`src/rtl/grant_sequencer.sv`:
```
// Single-grant sequencer: registers the upstream encoded request, holds it until accepted or timed out, then cools down.
// Optional macro GRANT_CNT_EN enables the saturating accepted-grant counter on grant_cnt.
module grant_sequencer #(
  parameter int unsigned HOLD_CYCLES    = 2,
  parameter int unsigned TIMEOUT_CYCLES = 8
) (
  input  logic        clk,
  input  logic        rst_n,
  input  logic [1:0]  req_idx,
  input  logic        req_valid,
  input  logic        gnt_ready,
  output logic        gnt_valid,
  output logic [1:0]  gnt_idx,
  output logic [3:0]  gnt_onehot,
  output logic        busy,
  output logic        timeout_err,
  output logic [15:0] grant_cnt
);

  localparam logic [1:0] IDLE  = 2'd0;
  localparam logic [1:0] GRANT = 2'd1;
  localparam logic [1:0] COOL  = 2'd2;

  localparam logic [1:0] AFTER_GRANT = (HOLD_CYCLES == 0) ? IDLE : COOL;
  localparam logic [7:0] WAIT_LAST   = 8'(TIMEOUT_CYCLES - 1);
  localparam logic [3:0] HOLD_LAST   = 4'((HOLD_CYCLES > 0) ? (HOLD_CYCLES - 1) : 0);

  logic [1:0] state_r;
  logic [1:0] state_nxt_s;
  logic [7:0] wait_cnt_r;
  logic [7:0] wait_cnt_nxt_s;
  logic [3:0] hold_cnt_r;
  logic [3:0] hold_cnt_nxt_s;
  logic [1:0] gnt_idx_nxt_s;
  logic       timeout_nxt_s;
  logic       handshake_s;
  logic       expire_s;

  function automatic logic [3:0] idx_to_onehot(input logic [1:0] idx);
    logic [3:0] oh;
    case (idx)
      2'd0:    oh = 4'b0001;
      2'd1:    oh = 4'b0010;
      2'd2:    oh = 4'b0100;
      2'd3:    oh = 4'b1000;
      default: oh = 4'b0000;
    endcase
    return oh;
  endfunction

  // The handshake wins over an expiring wait in the same cycle.
  assign handshake_s = (state_r == GRANT) && gnt_valid && gnt_ready;
  assign expire_s    = (state_r == GRANT) && !handshake_s && (wait_cnt_r == WAIT_LAST);

  // Next-state, counter and grant-index decision.
  always_comb begin
    state_nxt_s    = state_r;
    wait_cnt_nxt_s = wait_cnt_r;
    hold_cnt_nxt_s = hold_cnt_r;
    gnt_idx_nxt_s  = gnt_idx;
    timeout_nxt_s  = 1'b0;
    case (state_r)
      IDLE: begin
        if (req_valid) begin
          state_nxt_s    = GRANT;
          wait_cnt_nxt_s = 8'd0;
          gnt_idx_nxt_s  = req_idx;
        end else begin
          state_nxt_s = IDLE;
        end
      end
      GRANT: begin
        if (handshake_s || expire_s) begin
          state_nxt_s    = AFTER_GRANT;
          hold_cnt_nxt_s = 4'd0;
          timeout_nxt_s  = expire_s;
        end else begin
          wait_cnt_nxt_s = wait_cnt_r + 8'd1;
        end
      end
      COOL: begin
        if (hold_cnt_r == HOLD_LAST) begin
          state_nxt_s    = IDLE;
          hold_cnt_nxt_s = 4'd0;
        end else begin
          hold_cnt_nxt_s = hold_cnt_r + 4'd1;
        end
      end
      default: begin
        state_nxt_s    = IDLE;
        wait_cnt_nxt_s = 8'd0;
        hold_cnt_nxt_s = 4'd0;
      end
    endcase
  end

  // State, counters and all outputs are registered from the next-state view.
  always_ff @(posedge clk or negedge rst_n) begin
    if (!rst_n) begin
      state_r     <= IDLE;
      wait_cnt_r  <= 8'd0;
      hold_cnt_r  <= 4'd0;
      gnt_idx     <= 2'd0;
      gnt_valid   <= 1'b0;
      gnt_onehot  <= 4'b0000;
      busy        <= 1'b0;
      timeout_err <= 1'b0;
    end else begin
      state_r     <= state_nxt_s;
      wait_cnt_r  <= wait_cnt_nxt_s;
      hold_cnt_r  <= hold_cnt_nxt_s;
      gnt_idx     <= gnt_idx_nxt_s;
      gnt_valid   <= (state_nxt_s == GRANT);
      gnt_onehot  <= (state_nxt_s == GRANT) ? idx_to_onehot(gnt_idx_nxt_s) : 4'b0000;
      busy        <= (state_nxt_s != IDLE);
      timeout_err <= timeout_nxt_s;
    end
  end

`ifdef GRANT_CNT_EN
  // Saturating count of accepted grants.
  always_ff @(posedge clk or negedge rst_n) begin
    if (!rst_n) begin
      grant_cnt <= 16'd0;
    end else if (handshake_s && (grant_cnt != 16'hFFFF)) begin
      grant_cnt <= grant_cnt + 16'd1;
    end
  end
`else
  assign grant_cnt = 16'd0;
`endif

endmodule

```
`config.mk`:
```
export PLATFORM = sky130hd
export DESIGN_NAME = grant_sequencer
export DESIGN_NICKNAME = d
export VERILOG_FILES = /design/src/rtl/grant_sequencer.sv
export SDC_FILE = /design/constraint.sdc
export NUM_CORES = 1
export LEC_CHECK = 0
export BUFFER_PORTS_ARGS = -buffer_cell sky130_fd_sc_hd__buf_2
export CAP_MARGIN = 10
export CORE_MARGIN = 10
export CORE_UTILIZATION = 40
export CTS_CLUSTER_SIZE = 12
export DETAILED_ROUTE_END_ITERATION = 8
export GPL_TIMING_DRIVEN = 0
export PLACE_DENSITY = 0.74
export SKIP_CTS_REPAIR_TIMING = 1
export SYNTH_ARGS = -nofsm -noshare
export SYNTH_HDL_FRONTEND = slang
export SYNTH_SLANG_ARGS = --single-unit
export TNS_END_PERCENT = 20
```
`constraint.sdc`:
```
create_clock -name clk -period 3.6 [get_ports clk]
set_clock_uncertainty 0.2 [all_clocks]
set_input_delay 0.18 -clock clk [delete_from_list [all_inputs] [get_ports clk]]
set_output_delay 0.18 -clock clk [all_outputs]
set_load 0.1 [all_outputs]
```
### Yosys cells after proc, flatten, opt, wreduce, memory -nomap -nowiden

Index checks and enable logic that the tools add are counted.

| cells by class | value |
|---|---|
| add/sub/neg operators | 2 |
| eq/ne operators | 11 |
| mux-type cells | 16 |
| bitwise operators | 2 |
| reductions and logical operators | 11 |

Operator list:

| kind | count |
|---|---|
| $pmux W8 S3 | 1 |
| $mux W8 | 2 |
| $pmux W4 S4 | 1 |
| $mux W4 | 3 |
| $pmux W4 S3 | 1 |
| $add A8 B1 Y8 const B | 1 |
| $eq A8 B3 Y1 const B | 1 |
| $mux W2 | 4 |
| $eq A2 B1 Y1 const B | 3 |
| $eq A2 B2 Y1 const B | 3 |
| $pmux W2 S3 | 1 |
| $add A4 B1 Y4 const B | 1 |
| $eq A4 B1 Y1 const B | 1 |
| $logic_and A1 B1 Y1 | 4 |
| $logic_not A2 Y1 | 2 |
| $ne A2 B2 Y1 const B | 2 |
| $mux W1 | 3 |
| $reduce_and A3 Y1 | 1 |
| $ne A2 B1 Y1 const B | 1 |
| $not A1 Y1 | 2 |
| $reduce_and A2 Y1 | 1 |
| $reduce_bool A2 Y1 | 1 |
| $logic_not A1 Y1 | 1 |
| $logic_or A1 B1 Y1 | 1 |

| storage, ports and cells | value |
|---|---|
| register bits | 23 |
| bits of input ports | 6 |
| output and inout port bits | 25 |
| word-level logic and storage cells | 50 |

### Depth between registers and ports, before layout

| depth | value |
|---|---|
| word-level depth | 11 |
| mapped depth | 6 |
| depth with buffers taken out | 6 |

### Worst setup path after synthesis

Ideal clock, no wire load.

| timing | value |
|---|---|
| kind | register -> register |
| start point | register gnt_valid |
| end point | register wait_cnt_r[2] |
| data arrival time | 1856 ps |
| path slack | 1467 ps |
| stages on the path, launching flop included | 5 |
| path buffers | 0 |
| period minus slack after synthesis | 2133 ps |
| cell sequence | dfrtp_1 nand4b_1 o21ai_2 or4_1 a21oi_1 |

| between the ends | value |
|---|---|
| cells in the longest elaborated chain, start to end | 8 |

Ends and longest elaborated chain:

| element | RTL line | text |
|---|---|---|
| start, declared | 12 | `output logic gnt_valid,` |
| start signal, assigned | 113 | `gnt_valid <= (state_nxt_s == GRANT);` |
| $logic_and A1 B1 Y1 * (2 in a row) | 52 | `assign handshake_s = (state_r == GRANT) && gnt_valid && gnt_ready;` |
| $logic_not A1 Y1 | 53 | `assign expire_s = (state_r == GRANT) && !handshake_s && (wait_cnt_r == WAIT_LAST);` |
| $logic_and A1 B1 Y1 (2 in a row) | 53 |  |
| $logic_or A1 B1 Y1 * | 73 | `if (handshake_s \|\| expire_s) begin` |
| $ne A2 B2 Y1 (no line) * | n/a |  |
| $reduce_and A3 Y1 (no line) * | n/a |  |
| end signal, assigned | 110 | `wait_cnt_r <= wait_cnt_nxt_s;` |
| end, declared | 30 | `logic [7:0] wait_cnt_r;` |

Mark *: on every way between the ends. The rest lies on a longest branch, timed or not.
A chain may end at the register's enable or synchronous reset.

### Final worst setup path

| timing | value |
|---|---|
| start point | input req_valid |
| end point | register wait_cnt_r[2] |

| between the ends | value |
|---|---|
| cells in the longest elaborated chain, start to end | 2 |

Ends and longest elaborated chain:

| element | RTL line | text |
|---|---|---|
| start, declared | 10 | `input logic req_valid,` |
| $ne A2 B2 Y1 (no line) | n/a |  |
| $reduce_and A3 Y1 (no line) | n/a |  |

Every way passes these cells.

==> results.json <==
{
  "placed_cell_area_um2": 1450,
  "power.density_nw_per_um2": 840,
  "synth_top_area_cell": "dfrtp_1",
  "ys_top_cells_by_count": "dfrtp_1 (23), buf_4 (16), nor2_1 (8), a21oi_1 (7), inv_1 (6)",
  "setup_violations": 0,
  "grtUsageTotal_pct": 9.44,
  "drtPass1Iterations": 4,
  "first_iter_violations": 45,
  "wl_per_cell_um": 12.5,
  "cp-start-kind": "input pin",
  "die_w_um": 76.4,
  "cp_max_fo": 9,
  "num_vias": 981,
  "synth_top_area_share_pct": 45.2,
  "clockRootBuffer": "clkbuf_4",
  "path_delay_family": "simple AND/OR/NAND/NOR gates",
  "ys_types": 41,
  "finalSetupTns_ns": 0,
  "start_util_pct": 41.7,
  "yosysMostFrequentCell": "dfrtp_1",
  "synthTopCellsByArea": "dfrtp_1 (45%), buf_4 (9.4%), ha_1 (2.9%)",
  "synthCells": 125,
  "ys.flop_type": "dfrtp_1",
  "cp.required_ns": 3.64,
  "routed_via_density": 4.76,
  "design_area_um2": 1520,
  "holdPathStages": 3,
  "dpl.hpwl_mm": 2.01,
  "worst_slew_pin_slew_ns": 0.517,
  "synth_area_um2": 1270,
  "min_path_type": "in2reg",
  "yosysWarnings": 0,
  "synth-edff-count": 0,
  "die_area_um2": 5840,
  "status": "complete, but fails checks",
  "seq_area_frac_synth_pct": 45.2,
  "cts_tree": "done",
  "clock_latency_ns": 0.32,
  "crit_chain": "dlygate4sd3_1, buf_2, nor3b_4, o21ai_2, or4_1, a21oi_1",
  "slowest_delay_ns": 0.52,
  "avgSynthCellArea_um2": 10.2,
  "nets": 172,
  "io_pins": 31,
  "grt_overflow": 0,
  "diodes": 0,
  "synthArstFlopShare_pct": 100,
  "rsz0062_at_grt": "false",
  "pre_cts_slack_ns": 1.52,
  "cts_buffers": 3,
  "finalCritPeriodShare_pct": 56.2,
  "crit_slowest_cell": "dlygate4sd3_1",
  "drcViolationCount": 0,
  "timing.final.hold_violations": 1,
  "crit_path_end_kind": "register",
  "routabilityCongestion": 0.842,
  "area.growth.synth_to_final_pct": 19.4,
  "timing.rr.start": "wait_cnt_r[3]$_DFFE_PN0P_",
  "worstSetupPathType": "in2reg",
  "synth_seq_cells": 23,
  "fmax_mhz": 495,
  "grt_pass1_wl_mm": 4.69,
  "total_power_mw": 1.28,
  "setup_ws_ns": 1.58,
  "port_buffers": 14,
  "clkSlewWorstSetupHoldPaths_ns": 0.14,
  "slew_headroom_pct": 65.5,
  "antenna_found_initial": 0,
  "die_h_um": 76.4,
  "reg2reg_slack_ns": 1.61,
  "num_rows": 20,
  "r2r.worst_path.cells": 4,
  "htreeDepth": 1,
  "cts_buffer_depth": 2,
  "route.antenna.remaining_nets": 0,
  "design.core.area_um2": 3050,
  "cts.sinks": 23,
  "regToRegEndpoint": "wait_cnt_r[3]$_DFFE_PN0P_",
  "drive_gt1_share_pct": 28.4,
  "wl_mm": 2.57,
  "min_to": "gnt_idx[0]$_DFF_PN0_",
  "grt_pass1_vias": 996,
  "cap_viol_max_count": 0,
  "vdd_drop_max_mv": 0.675,
  "worstHoldStart": "req_idx[0]",
  "cp.arrival_ns": 2.07,
  "grt_max_degree": 24,
  "fin_crit_ns": 2.02,
  "p_leak_nw": 0.767,
  "maxSlewViolCount": 0,
  "violations": "negative hold slack",
  "cp.buffers_inverters": 2,
  "holdWs_ns": -0.0185
}
[worst register-to-register path, cell delays in order (launching register included)]
cell	delay, ns
dfrtp_1	0.47
or4_1	0.56
nor4_2	0.40
o21ai_0	0.16
a21oi_1	0.16
[kinds of logic (layout without fill, tap and decap cells)]
group	count (synthesis)	after routing	synth area share, %
other	1	16	0.295
buffers and inverters	25	47	12.8
AND/OR/NAND/NOR	45	45	22.5
flip-flops	23	23	45.2
XOR/XNOR	1	1	0.688
adder cells (fa/ha/maj)	3	3	2.95
AO/OA/AOI/OAI	24	24	13.1
multiplexers	3	3	2.46
[cell type report]
cell class                 count  area [um^2]
timing repair buffer          18          105
clock inverter                 1         7.51
multi-input combinational     92          591
inverter                       6         22.5
sequential                    23          576
buffer                        19          140
tap                           44         55.1
fill                         307         1530
clock buffer                   3         22.5
[flip-flops by register name, summed over array words and instances (netlist names)]
register     flops
gnt_valid        1
gnt_onehot       4
state_r          2
wait_cnt_r       8
timeout_err      1
gnt_idx          2
hold_cnt_r       4
busy             1
[through the flow]
| stage | util [%] | cells |
|---|---|---|
| 2_1_floorplan | - | 140 |
| 3_3_place_gp | 47.6 | 198 |
| 3_5_place_dp | 47.6 | 198 |
| 4_1_cts | 48.6 | 202 |
| 5_1_grt | 49.8 | 206 |
| 6_report | 49.8 | 206 |
[how the worst max path moves through the flow]
| stage | startpoint | to | slack [ns] | cells past startpoint |
|---|---|---|---|---|
| after floorplan | gnt_valid$_DFF_PN0_ | wait_cnt_r[2]$_DFFE_PN0P_ | 1.47 | 4 |
| after global placement | hold_cnt_r[1]$_DFFE_PN0P_ | busy$_DFF_PN0_ | 1.55 | 5 |
| after detailed placement | hold_cnt_r[1]$_DFFE_PN0P_ | hold_cnt_r[2]$_DFFE_PN0P_ | 1.52 | 6 |
| after CTS | hold_cnt_r[1]$_DFFE_PN0P_ | hold_cnt_r[2]$_DFFE_PN0P_ | 1.50 | 6 |
| after global routing | req_valid | gnt_onehot[2]$_DFF_PN0_ | 1.38 | 6 |
| final | req_valid | wait_cnt_r[2]$_DFFE_PN0P_ | 1.58 | 6 |
[power breakdown]
group | total (mW) | internal (mW) | leakage, nW | switching (mW)
combinational | 0.770 | 0.167 | 0.451 | 0.603
sequential | 0.382 | 0.332 | 0.302 | 0.0498
clock | 0.124 | 0.0424 | 0.0139 | 0.0817
[placed cells by master (no fill, tap or decap), types with 2 or more instances in the layout]
cell	count
dfrtp_1	23
buf_4	16
conb_1	16
buf_2	15
nor2_1	8
a21oi_1	7
inv_1	6
nand2b_1	5
nand2_1	5
or4_1	4
nor4_1	4
o21ai_0	4
or3_1	3
o211ai_1	3
a21o_1	3
ha_1	3
clkbuf_4	3
dlygate4sd3_1	3
mux2i_1	2
nor4_2	2
or2_1	2
nand3_1	2
[routing by layer]
metal | up-vias | share of wire (%) | global-route usage, %
met1 | 471 | 42 | 11.0
li1 | 486 | - | -
met3 | 2 | 6.1 | 3.07
met2 | 22 | 51 | 15.8
met4 | 0 | 0.39 | 3.35
met5 | - | 0 | 0
No activity file was read; power rests on OpenSTA's default activity.
